## src/rtl/rf_write_arbiter.sv

```systemverilog
// rf_write_arbiter: shares the single register-file write port among four
// requesters (ALU writeback, load unit, I/O input, debug port).
// After reset it zero-fills all 16 registers, then grants one requester per
// cycle in round-robin order.
// Optional feature: define RF_WR_PROT_EN to make register 0 read-only during
// RUN. A blocked write is still acked and pulses prot_err for one cycle.
module rf_write_arbiter #(
    parameter int unsigned DATA_W = 8
) (
    input  logic              clk,
    input  logic              reset,
    input  logic [3:0]        req,
    input  logic [3:0]        req_addr0,
    input  logic [3:0]        req_addr1,
    input  logic [3:0]        req_addr2,
    input  logic [3:0]        req_addr3,
    input  logic [DATA_W-1:0] req_data0,
    input  logic [DATA_W-1:0] req_data1,
    input  logic [DATA_W-1:0] req_data2,
    input  logic [DATA_W-1:0] req_data3,
    output logic [3:0]        ack,
    output logic              wr_en,
    output logic [3:0]        wr_sel,
    output logic [DATA_W-1:0] wr_data,
    output logic              init_done,
    output logic              prot_err
);

    localparam int unsigned N_REQ   = 4;
    localparam int unsigned SEL_W   = 4;
    localparam int unsigned PTR_W   = 2;
    localparam int unsigned LAST_RF = 15;

    typedef enum logic {
        ST_INIT = 1'b0,
        ST_RUN  = 1'b1
    } state_t;

    state_t              state_q, state_d;
    logic [SEL_W-1:0]    cnt_q, cnt_d;
    logic [PTR_W-1:0]    ptr_q, ptr_d;
    logic                wr_en_q, wr_en_d;
    logic [SEL_W-1:0]    wr_sel_q, wr_sel_d;
    logic [DATA_W-1:0]   wr_data_q, wr_data_d;
    logic                init_done_q, init_done_d;
`ifdef RF_WR_PROT_EN
    logic                prot_err_q, prot_err_d;
`endif

    logic                found;
    logic [PTR_W-1:0]    win_idx;
    logic [PTR_W-1:0]    probe_idx;
    logic [N_REQ-1:0]    grant;
    logic [SEL_W-1:0]    win_addr;
    logic [DATA_W-1:0]   win_data;

    // Round-robin search starting at ptr; only active in RUN.
    always_comb begin
        found     = 1'b0;
        win_idx   = '0;
        probe_idx = '0;
        grant     = '0;
        if (state_q == ST_RUN) begin
            for (int k = 0; k < int'(N_REQ); k++) begin
                probe_idx = ptr_q + PTR_W'(k);
                if (!found && req[probe_idx]) begin
                    found            = 1'b1;
                    win_idx          = probe_idx;
                    grant[probe_idx] = 1'b1;
                end
            end
        end
    end

    // Route the winning requester's address and data.
    always_comb begin
        win_addr = req_addr0;
        win_data = req_data0;
        case (win_idx)
            2'd0: begin win_addr = req_addr0; win_data = req_data0; end
            2'd1: begin win_addr = req_addr1; win_data = req_data1; end
            2'd2: begin win_addr = req_addr2; win_data = req_data2; end
            default: begin win_addr = req_addr3; win_data = req_data3; end
        endcase
    end

    // Next-state and registered-output logic for the INIT/RUN sequencer.
    always_comb begin
        state_d     = state_q;
        cnt_d       = cnt_q;
        ptr_d       = ptr_q;
        wr_en_d     = 1'b0;
        wr_sel_d    = wr_sel_q;
        wr_data_d   = wr_data_q;
        init_done_d = init_done_q;
`ifdef RF_WR_PROT_EN
        prot_err_d  = 1'b0;
`endif
        case (state_q)
            ST_INIT: begin
                wr_en_d   = 1'b1;
                wr_sel_d  = cnt_q;
                wr_data_d = '0;
                cnt_d     = cnt_q + SEL_W'(1);
                if (cnt_q == SEL_W'(LAST_RF)) begin
                    state_d     = ST_RUN;
                    init_done_d = 1'b1;
                end
            end
            default: begin
                if (found) begin
                    ptr_d = win_idx + PTR_W'(1);
`ifdef RF_WR_PROT_EN
                    // Register 0 is hard-wired zero: ack the write but drop it.
                    if (win_addr == SEL_W'(0)) begin
                        prot_err_d = 1'b1;
                    end else begin
                        wr_en_d   = 1'b1;
                        wr_sel_d  = win_addr;
                        wr_data_d = win_data;
                    end
`else
                    wr_en_d   = 1'b1;
                    wr_sel_d  = win_addr;
                    wr_data_d = win_data;
`endif
                end
            end
        endcase
    end

    // State and output registers with synchronous active-high reset.
    always_ff @(posedge clk) begin
        if (reset) begin
            state_q     <= ST_INIT;
            cnt_q       <= '0;
            ptr_q       <= '0;
            wr_en_q     <= 1'b0;
            wr_sel_q    <= '0;
            wr_data_q   <= '0;
            init_done_q <= 1'b0;
`ifdef RF_WR_PROT_EN
            prot_err_q  <= 1'b0;
`endif
        end else begin
            state_q     <= state_d;
            cnt_q       <= cnt_d;
            ptr_q       <= ptr_d;
            wr_en_q     <= wr_en_d;
            wr_sel_q    <= wr_sel_d;
            wr_data_q   <= wr_data_d;
            init_done_q <= init_done_d;
`ifdef RF_WR_PROT_EN
            prot_err_q  <= prot_err_d;
`endif
        end
    end

    assign ack       = grant;
    assign wr_en     = wr_en_q;
    assign wr_sel    = wr_sel_q;
    assign wr_data   = wr_data_q;
    assign init_done = init_done_q;
`ifdef RF_WR_PROT_EN
    assign prot_err  = prot_err_q;
`else
    assign prot_err  = 1'b0;
`endif

endmodule

```

## config.mk

```make
export PLATFORM = sky130hd
export DESIGN_NAME = rf_write_arbiter
export DESIGN_NICKNAME = d
export VERILOG_FILES = /design/src/rtl/rf_write_arbiter.sv
export SDC_FILE = /design/constraint.sdc
export NUM_CORES = 1
export LEC_CHECK = 0
export ABC_AREA = 1
export BUFFER_PORTS_ARGS = -buffer_cell sky130_fd_sc_hd__buf_2
export CORE_AREA = 2 2 57 70
export DETAILED_ROUTE_END_ITERATION = 8
export DIE_AREA = 0 0 59 72
export PLACE_DENSITY = 0.8
export SLEW_MARGIN = 25
export SYNTH_ARGS = -nofsm -noshare
export SYNTH_HDL_FRONTEND = slang
export SYNTH_SLANG_ARGS = --single-unit
```

## constraint.sdc

```tcl
create_clock -name clk -period 9.5 [get_ports clk]
set_input_delay 0.95 -clock clk [delete_from_list [all_inputs] [get_ports clk]]
set_output_delay 0.95 -clock clk [all_outputs]
set_load 0.01 [all_outputs]
```

==> flow_summary.ini, run 1 <==
[layout]
area_growth_pct = 22.0
nets = 419
layout_commonest_cell = nand2_1
final_cell_mix = 85 x nand2_1, 71 x buf_2, 34 x nor2_1
num_antenna_cells = 0
drive_gt1_share_pct = 26.2

[worst_setup_path]
critPathMaxStageDelay_ns = 0.56
crit_required_ns = 9.65
cp-start-kind = register
critical_path.cell_chain = inv_2 -> ha_1 -> inv_1 -> nand3_1 -> nand2_1 -> nand3_1 -> nor2_1 -> nand2_1 -> nand3_1 -> nand2_1 -> inv_1 -> ha_1 -> inv_1 -> o21ai_0 -> o21ai_0 -> nand2_1 -> a21oi_1
cp_max_fo = 13
cpMostUsedCell = nand2_1
critical_path.endpoint_type = register
crit_arrival_ns = 3.75
cpLargestDelayFamily = simple AND/OR/NAND/NOR gates
worst_path_max_delay_cell = dfxtp_1
critPathKind = reg2reg
cp_num_buf_inv = 4

[grt]
grt_pass1_wl_um = 8270
antenna_found_initial = 0
first_global_vias = 2029
grt_use_met1_pct = 24.6
grt_max_degree = 20
grt_use_met2_pct = 48.3
grt_overflow = 0
use_met3_pct = 3.21
grt.busiest_layer = met2
grt.total_usage_pct = 25.0

[die]
die_h_um = 72
dieArea_um2 = 4250
die_w_um = 59
io_pins = 73
core_um2 = 3540
num_rows = 24
start_util_pct = 50.5

[detailed_routing]
drc = 0
routed_via_density = 5.24
drt_first_pass_iters = 4
vias = 2043
drt-total-wl_um = 4950
drt-initial-drc-count = 102
ant_nets = 0
wl_per_cell_um = 12.7

[clock_tree]
cts_sinks = 21
clk_latency_ns = 0.26
cts_root_buffer = clkbuf_8
clk_pin_slew_ns = 0.08
cts_htree_levels = 1
cts_resized = 0
numCtsBuffers = 3
cts_setup_buffers = 0
cts_tree = done
cts_hold_buf = 0
cts_buffer_depth = 2

[logic_synthesis]
synthXorXnorAreaFrac_pct = 0
ys_seq_elements = 21
synth_area_per_cell_um2 = 6.23
seq_area_frac_synth_pct = 23.5
syn_inst = 287
yosys_warnings = 0
synthMuxAreaShare_pct = 0
syn-num-nets = 354
yosys.area_share.simple_pct = 41.3
synth_compound_area_share_pct = 16.7
syn_area_um2 = 1790
synthAdderAreaFrac_pct = 9.10
synth_top_family_by_area = simple AND/OR/NAND/NOR gates
yosysUniqueCellTypes = 25

[sta]
hold_violations = 0
finalCritPeriodShare_pct = 37.9
fin_tns_setup_ns = 0
finalClockSkew_ns = 0.00452
finalMaxSlewViolations = 0
worst_pin_slew_ns = 0.618
finalSetupViolCount = 0
rsz0062_at_grt = false
whs_ns = 0.473
max-slew-margin-rel_pct = 58.3
period_minus_slack_ns = 3.60
clock.fmax_ghz = 0.278

[place]
port_buffers = 71
globalplace.congestion = 0.866
dp_hpwl_um = 3990

[worst_hold_path]
hold_path_class = reg2reg

[power]
p_total_uw = 183
p_leak_uw = 0.00119
power_density_nw_per_um2 = 84.0
vdd_drop_max_mv = 0.0902

[status]
status = finished clean

[job]
drv_cap = 0
-- layout make-up --
| type | instances | area (um2) |
|---|---|---|
| multi-input combinational | 226 | 1200 |
| clock inverter | 1 | 5.00 |
| clock buffer | 3 | 41.3 |
| tap | 39 | 48.8 |
| sequential | 21 | 420 |
| inverter | 29 | 109 |
| timing repair buffer | 71 | 355 |
| fill | 368 | 1360 |
-- through the flow --
step / util, % / std cells / instance area (um2) / setup WS (ns)
CTS: 61.6 / 390 / 2180 / 5.92
finish: 61.6 / 390 / 2180 / 5.90
detailed placement: 60.3 / 386 / 2140 / 5.93
floorplan: - / 287 / 1790 / 6.53
global placement: 60.3 / 386 / 2140 / 5.99
global route: 61.6 / 390 / 2180 / 5.47
-- final timing paths --
check,from,end,slack [ns],cells past startpoint
min,init_done,init_done,0.47,2
max,ptr_q[0],wr_sel[2],5.90,17
max reg2reg,ptr_q[0],wr_sel[2],5.90,17
min reg2reg,init_done,init_done,0.47,2
-- tightest hold or removal path, cell delays in order (launching register included) --
cell and delay [ns]:
dfxtp_1 0.33, a21oi_1 0.04, nor2_1 0.07
-- routing by layer --
metal | share of wire, % | vias to the layer above
li1 | - | 1054
met5 | 0 | -
met1 | 37 | 893
met2 | 54 | 76
met4 | 4.6 | 0
met3 | 5.0 | 20
-- registers in the layout (all words and copies together), names as in the netlist --
register   flops
ptr_q          2
wr_sel         4
wr_en          1
wr_data        8
init_done      1
cnt_q          4
state_q        1
-- kinds of logic after synthesis --
group	after synthesis
buffers and inverters	40
other	1
AND/OR/NAND/NOR	161
adder cells (fa/ha/maj)	13
flip-flops	21
AO/OA/AOI/OAI	51
-- cells in the mapped netlist, drive strengths merged --
master,instances,area (um2)
nor3,2,10.0
o21bai,2,15.0
nor2,35,148
o21ai,13,76.3
clkbuf,9,33.8
nand4,9,56.3
a21boi,5,37.5
nand2,95,402
a21oi,23,119
inv,29,109
dfxtp,21,420
nand3,20,123
buf,2,22.5
a31oi,8,50.1
ha,13,163
conb,1,3.75
-- power breakdown --
group	internal, uW	switching [uW]	total (uW)
logic	15.5	18.3	33.7
registers	90.0	1.47	91.5
clock network	29.2	28.8	58.0
total	135	48.6	183
(Power assumes the default switching activity.)
==> inputs of run 2 (changes only) <==
- ABC_AREA: 1 -> 0
- CORE_AREA: 2 2 57 70 -> 2 2 58 71
- DIE_AREA: 0 0 59 72 -> 0 0 60 73
- PLACE_DENSITY: 0.8 -> 0.76
- clock period: 9.5 -> 3.5 ns (I/O delays scaled with it)
==> run 2 against run 1 <==
Critical path depth decreased by 5. Via count shrank 8.3%. Power grew to 2.7 times the previous value. Final cell count is 14% lower. First-iteration DRC count is 35% higher.
==> flow_summary.ini, run 2 <==
[detailed_routing]
drt-initial-drc-count = 138
routed-wl-met2_um = 2450
met1Wirelength_um = 1850
wl_per_cell_um = 13.7
drt-total-wl_um = 4610
routed_via_density = 5.59
drc = 0
highest-signal-layer = met4
wl_met3_um = 264
ant_nets = 0
vias = 1874
drt_first_pass_iters = 6

[worst_hold_path]
hold_path_class = in2reg

[place]
globalplace.congestion = 0.826
dp_slack_ns = 0.221
dpl_cell_area_um2 = 2100
dp_hpwl_um = 3580
port_buffers = 71

[clock_tree]
cts_buffer_depth = 2
clk_latency_ns = 0.26
cts_sinks = 21
numCtsBuffers = 3
cts_htree_levels = 1
clk_pin_slew_ns = 0.08
cts_tree = done
cts_root_buffer = clkbuf_8
cts_hold_buf = 0

[logic_synthesis]
yosys_warnings = 0
syn_inst = 218
syn-num-nets = 285
synth-edff-count = 0
synthDominantCellAreaShare_pct = 24.8
yosysUniqueCellTypes = 47
yosys-top-cells-area = dfxtp_1 25%, ha_1 9.6%, a222oi_1 8.8%
yosys.area.top_type = dfxtp_1
seq_area_frac_synth_pct = 24.8
async_flop_share_pct = 0
synthTopCellsByCount = 36 x nand2_1, 21 x dfxtp_1, 17 x o21ai_0
ys.flop_type = dfxtp_1
ys_seq_elements = 21
yosysMostFrequentCell = nand2_1
synth_area_per_cell_um2 = 7.79
syn_area_um2 = 1700

[layout]
final.fill_count = 358
largest_reg_flops = 8
design_area_um2 = 2150
nets = 349
drive_gt1_share_pct = 33.1
area_growth_pct = 26.5
num_antenna_cells = 0
final_cell_mix = 71 x buf_2, 36 x nand2_1, 21 x dfxtp_1
layout_commonest_cell = buf_2

[sta]
finalClockSkew_ns = 0.00542
finalCritPeriodShare_pct = 94.0
finalSetupViolCount = 0
period_minus_slack_ns = 3.29
setup_ws_ns = 0.210
fin_tns_setup_ns = 0
worst_pin_slew_ns = 0.541
max-slew-margin-rel_pct = 63.9
clock.fmax_ghz = 0.304
finalMaxSlewViolations = 0
hold_violations = 0
rsz0062_at_grt = false

[die]
num_rows = 25
die_h_um = 73
die_w_um = 60
start_util_pct = 44.9
dieArea_um2 = 4380
core_um2 = 3780
io_pins = 73

[worst_setup_path]
worst_path_max_delay_cell = dfxtp_1
critical_path.endpoint_type = register
cp_num_buf_inv = 1
crit_arrival_ns = 3.43
cpLargestDelayFamily = compound AO/OA/AOI/OAI gates
cp-start-kind = register
crit_required_ns = 3.64
cp_max_fo = 14
critical_path.cell_chain = clkinvlp_4 -> ha_4 -> mux2_2 -> nor3_1 -> a31o_1 -> o31a_1 -> o311a_1 -> ha_1 -> a222oi_1 -> o21ai_0 -> a222oi_1 -> nor2_1
cpMostUsedCell = a222oi_1
critPathMaxStageDelay_ns = 0.37
critPathKind = reg2reg

[grt]
grt_overflow = 0
grt_pass1_wl_um = 7580
grt.total_usage_pct = 21.9
grt_max_degree = 20
first_global_vias = 1689
antenna_found_initial = 0

[power]
pwr-share-comb_pct = 18.0
p_leak_uw = 0.000936
pwr-share-seq_pct = 50.6
power_density_nw_per_um2 = 229
vdd_drop_max_mv = 0.188
netSwitchingFraction_pct = 25.0
p_sw_uw = 123
p_int_uw = 369
p_clk_share_pct = 31.4

[job]
drv_cap = 0

[status]
status = finished clean
[run 2: per-stage QoR]
stage	hold slack [ns]	util, %	power (uW)	cells
final	0.419	56.8	493	335
after global routing	0.432	56.8	518	335
after CTS	0.415	56.7	494	335
after detailed placement	0.440	55.5	343	331
after global placement	0.436	55.5	342	331
after floorplan	0.419	-	301	218
[run 2: worst register-to-register path, stage by stage (launching register included)]
cell        delay (ns)
dfxtp_1           0.37
clkinvlp_4        0.12
ha_4              0.30
mux2_2            0.25
nor3_1            0.05
a31o_1            0.19
o31a_1            0.29
o311a_1           0.35
ha_1              0.33
a222oi_1          0.36
o21ai_0           0.16
a222oi_1          0.35
nor2_1            0.07
[run 2: per-layer routing]
metal,vias up,track usage [%]
li1,939,-
met1,856,27.3
met2,75,38.9
met3,4,3.01
met4,0,5.19
met5,-,0
[run 2: worst paths after layout]
| kind | from | to | slack, ns | depth (start not counted) |
|---|---|---|---|---|
| setup reg to reg | ptr_q[0] | wr_sel[3] | 0.21 | 12 |
| hold / removal | reset | init_done | 0.42 | 2 |
| setup / recovery | ptr_q[0] | wr_sel[3] | 0.21 | 12 |
| hold reg to reg | wr_data[0] | wr_data[0] | 0.45 | 2 |
[run 2: cell families (layout without fill, tap and decap cells)]
| logic type | after synthesis | after routing | synth area share, % |
|---|---|---|---|
| other | 1 | 1 | 0.221 |
| AO/OA/AOI/OAI | 71 | 71 | 30.8 |
| multiplexers | 7 | 7 | 5.16 |
| buffers and inverters | 26 | 89 | 7.07 |
| flip-flops | 21 | 21 | 24.8 |
| AND/OR/NAND/NOR | 74 | 74 | 19.8 |
| XOR/XNOR | 5 | 5 | 2.58 |
| adder cells (fa/ha/maj) | 13 | 13 | 9.58 |
[run 2: final cells by class]
| class | count | area, um2 | area share, % |
|---|---|---|---|
| clock buffers | 3 | 41.3 | 1.92 |
| clock inverters | 1 | 5.00 | 0.233 |
| inverters | 6 | 26.3 | 1.22 |
| multi-input cells | 171 | 1170 | 54.6 |
| flip-flops and latches | 21 | 420 | 19.6 |
| well taps | 54 | 67.6 | 3.15 |
| repair buffers | 79 | 415 | 19.3 |
[run 2: repair_timing]
action / CTS / global route
endpoints found under the hold margin: 0 / 0
buffers inserted: 0 / 0
resized for setup: 0 / 1
endpoints found under the setup margin: 0 / 1
[run 2: power groups by stage]
stage / clock, uW / sequential [uW] / combinational, uW
2_1_floorplan: 0 / 255 / 46.1
3_3_place_gp: 0 / 255 / 87.0
3_5_place_dp: 0 / 255 / 88.1
4_1_cts: 157 / 249 / 88.5
5_1_grt: 170 / 250 / 98.9
6_report: 155 / 249 / 88.7
